==> config.mk <==
export PLATFORM = sky130hd
export DESIGN_NAME = valtrain_pattern_detector_flat
export DESIGN_NICKNAME = d
export VERILOG_FILES = /design/src/rtl/valtrain_pattern_detector_if.sv /design/src/rtl/valtrain_pattern_detector.sv /design/src/flat_wrapper.sv
export SDC_FILE = /design/constraint.sdc
export NUM_CORES = 1
export LEC_CHECK = 0
export CAP_MARGIN = 5
export CORE_AREA = 2 2 107 67
export DETAILED_ROUTE_END_ITERATION = 16
export DIE_AREA = 0 0 109 69
export REMOVE_ABC_BUFFERS = 1
export SYNTH_ARGS = -nofsm -noshare
export SYNTH_HDL_FRONTEND = slang
export SYNTH_SLANG_ARGS = --single-unit
==> constraint.sdc <==
create_clock -name i_clk -period 8 [get_ports i_clk]
set_clock_uncertainty 0.1 [all_clocks]
set_input_delay 1.6 -clock i_clk [delete_from_list [all_inputs] [get_ports i_clk]]
set_output_delay 1.6 -clock i_clk [all_outputs]
set_load 0.1 [all_outputs]
==> src/rtl/valtrain_pattern_detector_if.sv <==
// Valid-lane training detector bus: enable/word inputs and result/count outputs.
// Latency: none, wires only. Optional error-log signals need VALTRAIN_DET_ERR_LOG_EN.
// Backpressure: none; a word is consumed whenever i_word_valid is high.
interface valtrain_pattern_detector_if #(
    parameter int CNT_W = 6
);
    logic             i_enable;
    logic             i_word_valid;
    logic [31:0]      i_rvld_l;
    logic             o_busy;
    logic             o_done;
    logic             o_pass;
    logic [CNT_W-1:0] o_match_cnt;
    logic [CNT_W-1:0] o_err_cnt;
    logic [CNT_W-1:0] o_max_run;
`ifdef VALTRAIN_DET_ERR_LOG_EN
    logic [31:0]      o_first_err_word;
    logic [CNT_W-1:0] o_first_err_idx;

    modport master (
        output i_enable, i_word_valid, i_rvld_l,
        input  o_busy, o_done, o_pass, o_match_cnt, o_err_cnt, o_max_run,
        input  o_first_err_word, o_first_err_idx
    );
    modport slave (
        input  i_enable, i_word_valid, i_rvld_l,
        output o_busy, o_done, o_pass, o_match_cnt, o_err_cnt, o_max_run,
        output o_first_err_word, o_first_err_idx
    );
`else
    modport master (
        output i_enable, i_word_valid, i_rvld_l,
        input  o_busy, o_done, o_pass, o_match_cnt, o_err_cnt, o_max_run
    );
    modport slave (
        input  i_enable, i_word_valid, i_rvld_l,
        output o_busy, o_done, o_pass, o_match_cnt, o_err_cnt, o_max_run
    );
`endif
endinterface

==> src/rtl/valtrain_pattern_detector.sv <==
// Checks received valid-lane words against the training pattern; one pass/fail per window.
// Latency: counts and o_done/o_pass are registered, visible the cycle after the word is sampled.
// Backpressure: none; words with i_word_valid=0 are ignored. VALTRAIN_DET_ERR_LOG_EN adds first-error log.
module valtrain_pattern_detector #(
    parameter logic [31:0] PATTERN        = 32'hF0F0F0F0,
    parameter int          WINDOW         = 32,
    parameter int          PASS_THRESHOLD = 16,
    parameter int          CNT_W          = 6
) (
    input  logic                         i_clk,
    input  logic                         i_rst_n,
    valtrain_pattern_detector_if.slave   det_if
);

    typedef enum logic [1:0] {
        IDLE   = 2'd0,
        SEARCH = 2'd1,
        CHECK  = 2'd2,
        DONE   = 2'd3
    } state_t;

    localparam logic [CNT_W-1:0] WIN_C = CNT_W'(WINDOW);
    localparam logic [CNT_W-1:0] THR_C = CNT_W'(PASS_THRESHOLD);
    localparam logic [CNT_W-1:0] ONE_C = CNT_W'(1);

    state_t           state_q, state_d;
    logic [CNT_W-1:0] match_cnt_q, match_cnt_d;
    logic [CNT_W-1:0] err_cnt_q, err_cnt_d;
    logic [CNT_W-1:0] max_run_q, max_run_d;
    logic [CNT_W-1:0] run_q, run_d;
    logic [CNT_W-1:0] idx_q, idx_d;
    logic [CNT_W-1:0] search_cnt_q, search_cnt_d;
    logic [CNT_W-1:0] run_inc;
    logic             word_match;
`ifdef VALTRAIN_DET_ERR_LOG_EN
    logic [31:0]      first_err_word_q, first_err_word_d;
    logic [CNT_W-1:0] first_err_idx_q, first_err_idx_d;
`endif

    assign word_match = (det_if.i_rvld_l == PATTERN);
    assign run_inc    = run_q + ONE_C;

    // State and counter registers; async reset returns to IDLE with everything cleared.
    always_ff @(posedge i_clk or negedge i_rst_n) begin
        if (!i_rst_n) begin
            state_q          <= IDLE;
            match_cnt_q      <= '0;
            err_cnt_q        <= '0;
            max_run_q        <= '0;
            run_q            <= '0;
            idx_q            <= '0;
            search_cnt_q     <= '0;
`ifdef VALTRAIN_DET_ERR_LOG_EN
            first_err_word_q <= '0;
            first_err_idx_q  <= '0;
`endif
        end else begin
            state_q          <= state_d;
            match_cnt_q      <= match_cnt_d;
            err_cnt_q        <= err_cnt_d;
            max_run_q        <= max_run_d;
            run_q            <= run_d;
            idx_q            <= idx_d;
            search_cnt_q     <= search_cnt_d;
`ifdef VALTRAIN_DET_ERR_LOG_EN
            first_err_word_q <= first_err_word_d;
            first_err_idx_q  <= first_err_idx_d;
`endif
        end
    end

    // Next-state and counter updates; dropping i_enable overrides everything and clears.
    always_comb begin
        state_d          = state_q;
        match_cnt_d      = match_cnt_q;
        err_cnt_d        = err_cnt_q;
        max_run_d        = max_run_q;
        run_d            = run_q;
        idx_d            = idx_q;
        search_cnt_d     = search_cnt_q;
`ifdef VALTRAIN_DET_ERR_LOG_EN
        first_err_word_d = first_err_word_q;
        first_err_idx_d  = first_err_idx_q;
`endif
        case (state_q)
            IDLE: begin
                // The enabling cycle's word is deliberately not evaluated.
                if (det_if.i_enable) state_d = SEARCH;
            end
            SEARCH: begin
                if (det_if.i_word_valid) begin
                    if (word_match) begin
                        // Lock word counts as word 1 of the window.
                        state_d     = CHECK;
                        match_cnt_d = ONE_C;
                        run_d       = ONE_C;
                        max_run_d   = ONE_C;
                        idx_d       = ONE_C;
                    end else if (search_cnt_q == WIN_C - ONE_C) begin
                        // Never locked within a full window: report a full-window failure.
                        state_d      = DONE;
                        search_cnt_d = WIN_C;
                        err_cnt_d    = WIN_C;
                    end else begin
                        search_cnt_d = search_cnt_q + ONE_C;
                    end
                end
            end
            CHECK: begin
                if (det_if.i_word_valid) begin
                    idx_d = idx_q + ONE_C;
                    if (word_match) begin
                        match_cnt_d = match_cnt_q + ONE_C;
                        run_d       = run_inc;
                        if (run_inc > max_run_q) max_run_d = run_inc;
                    end else begin
                        err_cnt_d = err_cnt_q + ONE_C;
                        run_d     = '0;
`ifdef VALTRAIN_DET_ERR_LOG_EN
                        // Index is 1-based, so zero doubles as "nothing logged yet".
                        if (first_err_idx_q == '0) begin
                            first_err_word_d = det_if.i_rvld_l;
                            first_err_idx_d  = idx_q + ONE_C;
                        end
`endif
                    end
                    if (idx_q + ONE_C == WIN_C) state_d = DONE;
                end
            end
            default: begin
                // DONE: counts frozen until enable drops.
            end
        endcase
        if (!det_if.i_enable) begin
            state_d          = IDLE;
            match_cnt_d      = '0;
            err_cnt_d        = '0;
            max_run_d        = '0;
            run_d            = '0;
            idx_d            = '0;
            search_cnt_d     = '0;
`ifdef VALTRAIN_DET_ERR_LOG_EN
            first_err_word_d = '0;
            first_err_idx_d  = '0;
`endif
        end
    end

    assign det_if.o_busy      = (state_q == SEARCH) || (state_q == CHECK);
    assign det_if.o_done      = (state_q == DONE);
    assign det_if.o_pass      = (state_q == DONE) && (max_run_q >= THR_C);
    assign det_if.o_match_cnt = match_cnt_q;
    assign det_if.o_err_cnt   = err_cnt_q;
    assign det_if.o_max_run   = max_run_q;
`ifdef VALTRAIN_DET_ERR_LOG_EN
    assign det_if.o_first_err_word = first_err_word_q;
    assign det_if.o_first_err_idx  = first_err_idx_q;
`endif

endmodule
==> src/flat_wrapper.sv <==
// flat-port wrapper written by rule: the top's interface ports become plain ports
module valtrain_pattern_detector_flat 
#(
    parameter logic [31:0] PATTERN        = 32'hF0F0F0F0,
    parameter int          WINDOW         = 32,
    parameter int          PASS_THRESHOLD = 16,
    parameter int          CNT_W          = 6
)
  (i_clk, i_rst_n, det_if_i_enable, det_if_i_word_valid, det_if_i_rvld_l, det_if_o_busy, det_if_o_done, det_if_o_pass, det_if_o_match_cnt, det_if_o_err_cnt, det_if_o_max_run);
  valtrain_pattern_detector_if #(.CNT_W(CNT_W)) det_if_i ();
  input  logic i_clk;
  input  logic i_rst_n;
  input wire logic [$bits(det_if_i.i_enable)-1:0] det_if_i_enable;
  input wire logic [$bits(det_if_i.i_word_valid)-1:0] det_if_i_word_valid;
  input wire logic [$bits(det_if_i.i_rvld_l)-1:0] det_if_i_rvld_l;
  output wire logic [$bits(det_if_i.o_busy)-1:0] det_if_o_busy;
  output wire logic [$bits(det_if_i.o_done)-1:0] det_if_o_done;
  output wire logic [$bits(det_if_i.o_pass)-1:0] det_if_o_pass;
  output wire logic [$bits(det_if_i.o_match_cnt)-1:0] det_if_o_match_cnt;
  output wire logic [$bits(det_if_i.o_err_cnt)-1:0] det_if_o_err_cnt;
  output wire logic [$bits(det_if_i.o_max_run)-1:0] det_if_o_max_run;
  assign det_if_i.i_enable = det_if_i_enable;
  assign det_if_i.i_word_valid = det_if_i_word_valid;
  assign det_if_i.i_rvld_l = det_if_i_rvld_l;
  assign det_if_o_busy = det_if_i.o_busy;
  assign det_if_o_done = det_if_i.o_done;
  assign det_if_o_pass = det_if_i.o_pass;
  assign det_if_o_match_cnt = det_if_i.o_match_cnt;
  assign det_if_o_err_cnt = det_if_i.o_err_cnt;
  assign det_if_o_max_run = det_if_i.o_max_run;
  valtrain_pattern_detector #(.PATTERN(PATTERN), .WINDOW(WINDOW), .PASS_THRESHOLD(PASS_THRESHOLD), .CNT_W(CNT_W)) u_core (.i_clk(i_clk), .i_rst_n(i_rst_n), .det_if(det_if_i));
endmodule
==> results.md <==
* Status: completed
* Max_slew headroom at 35.15%
* Vias in the first global route at 2353
* DIE WIDTH at 109 µm
* Hold WS at 418.5 ps
* Final Wtd Congestion at 0.8369
* Post-synthesis cell type count at 58
* Fin crit share at 49.91%
* Tightest Hold Check Type: reg -> reg
* I/O Pins at 57
* Avg Vias per Cell at 5.654
* Post-cts resize count at 0
* Worst path required time at 6300 ps
* Slowest CP cell: clkdlybuf4s50_1
* Critical Path Fanout Max at 4
* Synthesis-to-layout area growth at 28.62%
* Warnings, synthesis at 0
* Most used DFF post-synth: dfrtp_1
* IO Port Bufs at 56
* P per Cell Area at 153.3 nW/µm²
* Pin count of the biggest net entering global routing at 39
* Post-Synthesis Cells at 286
* Final Routed Wirelength at 6988 µm
* Setup crit start: u_core.state_q[0]
* GR Overflow Total at 0
* Crit path arrival time at 2290 ps
* Reg2Reg Setup Slack at 4690 ps
* Synth Register Bits at 38
* Root buffer selected by CTS: clkbuf_8
* Initial Utilization at 39.02%
* Critical path's top delay family: buffers and inverters
* Power, Total at 502.6 µW
* CP Class: reg -> out
* RSZ-0062 raised after global routing: false
* First-pass GRT wire length at 11690 µm
* Clock transition at path regs at 70 ps
* Fmax at 250.4 MHz
* Crit end category: output pin
* N_diodes at 0
* Core Area at 6533 µm²
* Setup Buffers After CTS at 0
* WL/cell at 16.44 µm
* Fin area at 3278 µm²
* Post-route DRC violation count at 0
* Async set-or-reset flop fraction in the synthesized netlist at 100.0%
* Crit-path max cell delay at 1150 ps
* Crit path buf inv count at 2
* CP Launch Type: register
* Hold Vio Cnt, Final at 0
* Max VDD drop at 0.08123 mV
* Die height at 69 µm
* Most frequent cells in the layout: clkdlybuf4s50_1 (55), dfrtp_1 (38), nand3_1 (37)
* Worst-margin pin slew at 969.8 ps
* Max Cap Viol at 0
* Htree depth at 2
* Final Critical Period at 3993 ps
* Hold path startpoint: u_core.det_if.o_match_cnt[4]
* Layout cells sized above 1 at 6.509%
* Syn_area_per_cell at 8.912 µm²
* Final TNS setup at 0 ps
* Num CTS Buffers at 5
* Cts hold-fix bufs at 0
* EDFF count, synth at 0
* Pins Over Slew Limit at 0
* Num Clock Sinks at 38
* Remaining antenna violation count at 0
* Core Rows at 23
* Synthesized area at 2549 µm²
* Worst skew pair latency at 300 ps
* Post-synthesis sequential area ratio at 37.31%
* Post-placement cell area at 3168 µm²
* Setup violators final at 0
* Initial DRT Pass Iterations at 5
* Most common cell after layout, fill and taps aside: clkdlybuf4s50_1
* Crit path cell chain: inv_1 > ha_1 > clkdlybuf4s50_1
* # nets final at 388
* Starting DRT DRC Count at 186
* Fillers at 605
* Deepest clock path buffer count at 2
* GRT Overall Usage at 19.88%
* DP HPWL at 5135 µm
* Initial antenna violation count at 0
* Vias at 2403
* CTS tree: done
* Leak Pwr at 1.348 nW
* Die ar. at 7521 µm²
* Reg2reg start: u_core.run_q[0]
-- synth_stat cells, types with 4 or more instances --
master	n	area (µm²)
o21ai_0	13	65.06
o211ai_1	7	52.55
a31oi_1	6	37.54
nand2_1	25	93.84
dfrtp_1	38	950.9
a211oi_1	4	30.03
a21oi_1	13	65.06
o21a_1	4	30.03
and4b_1	4	40.04
nand2b_1	7	43.79
ha_1	15	187.7
nand3_1	37	185.2
xnor2_1	5	43.79
and2_1	4	25.02
nand3b_1	4	30.03
inv_1	15	56.30
nand4_1	9	56.30
nor2_1	11	41.29
clkbuf_1	10	37.54
-- flip-flops by register name, summed over array words and instances (netlist names) --
signal and flops:
u_core.det_if.o_max_run 6, u_core.det_if.o_err_cnt 6, u_core.run_q 6, u_core.idx_q 6
u_core.search_cnt_q 6, u_core.det_if.o_match_cnt 6, u_core.state_q 2
-- cell type report --
type | instances | area, µm² | share of cell area [%]
Clock buffer | 8 | 110.1 | 3.359
Inverter | 15 | 56.30 | 1.718
Multi-Input combinational cell | 220 | 1489 | 45.42
Sequential cell | 38 | 950.9 | 29.01
Tap cell | 87 | 108.9 | 3.321
Timing Repair Buffer | 57 | 563.0 | 17.18
-- through the flow --
| step | std cells | util, % | setup slack, ps |
|---|---|---|---|
| 2_1_floorplan | 273 | - | 4274 |
| 3_3_place_gp | 417 | 48.50 | 3839 |
| 3_5_place_dp | 417 | 48.50 | 3742 |
| 4_1_cts | 425 | 50.18 | 4010 |
| 5_1_grt | 425 | 50.18 | 3790 |
| 6_report | 425 | 50.18 | 4007 |
-- worst reg2reg max path: cells and delay by family (launching register included) --
| kind | cells | cell delay (ps) |
|---|---|---|
| fa+ha+maj | 2 | 620 |
| xor+xnor | 1 | 390 |
| flops | 1 | 460 |
| simple gates | 2 | 410 |
| compound gates | 4 | 1200 |
-- report_power, final --
group	switching (mW)	internal [mW]
Combinational	0.0907	0.0491
Clock	0.0708	0.0871
Sequential	0.00700	0.198
Total	0.168	0.334
-- metal layers --
metal	global-route usage [%]	wire (µm)	vias up
li1	-	-	1175
met5	0	0	-
met2	26.16	2793	78
met3	4.730	389	7
met4	5.556	57	0
met1	31.47	3747	1143
-- path summary, 6_finish.rpt --
check / end / cells past startpoint
worst max-delay path: det_if_o_busy / 3
worst min-delay path: u_core.det_if.o_match_cnt[4] / 1
worst max register to register: u_core.det_if.o_max_run[3] / 9
worst min register to register: u_core.det_if.o_match_cnt[4] / 1
max in group asynchronous: u_core.det_if.o_err_cnt[2] / 1
min in group asynchronous: u_core.search_cnt_q[0] / 1
-- kinds of logic after synthesis --
group	Yosys count	share of synthesized area [%]
simple gates	124	27.44
compound gates	72	20.37
flops	38	37.31
buf+inv	28	4.271
fa+ha+maj	15	7.364
xor+xnor	6	2.062
mux	3	1.178
No activity file was read; power rests on OpenSTA's default activity.
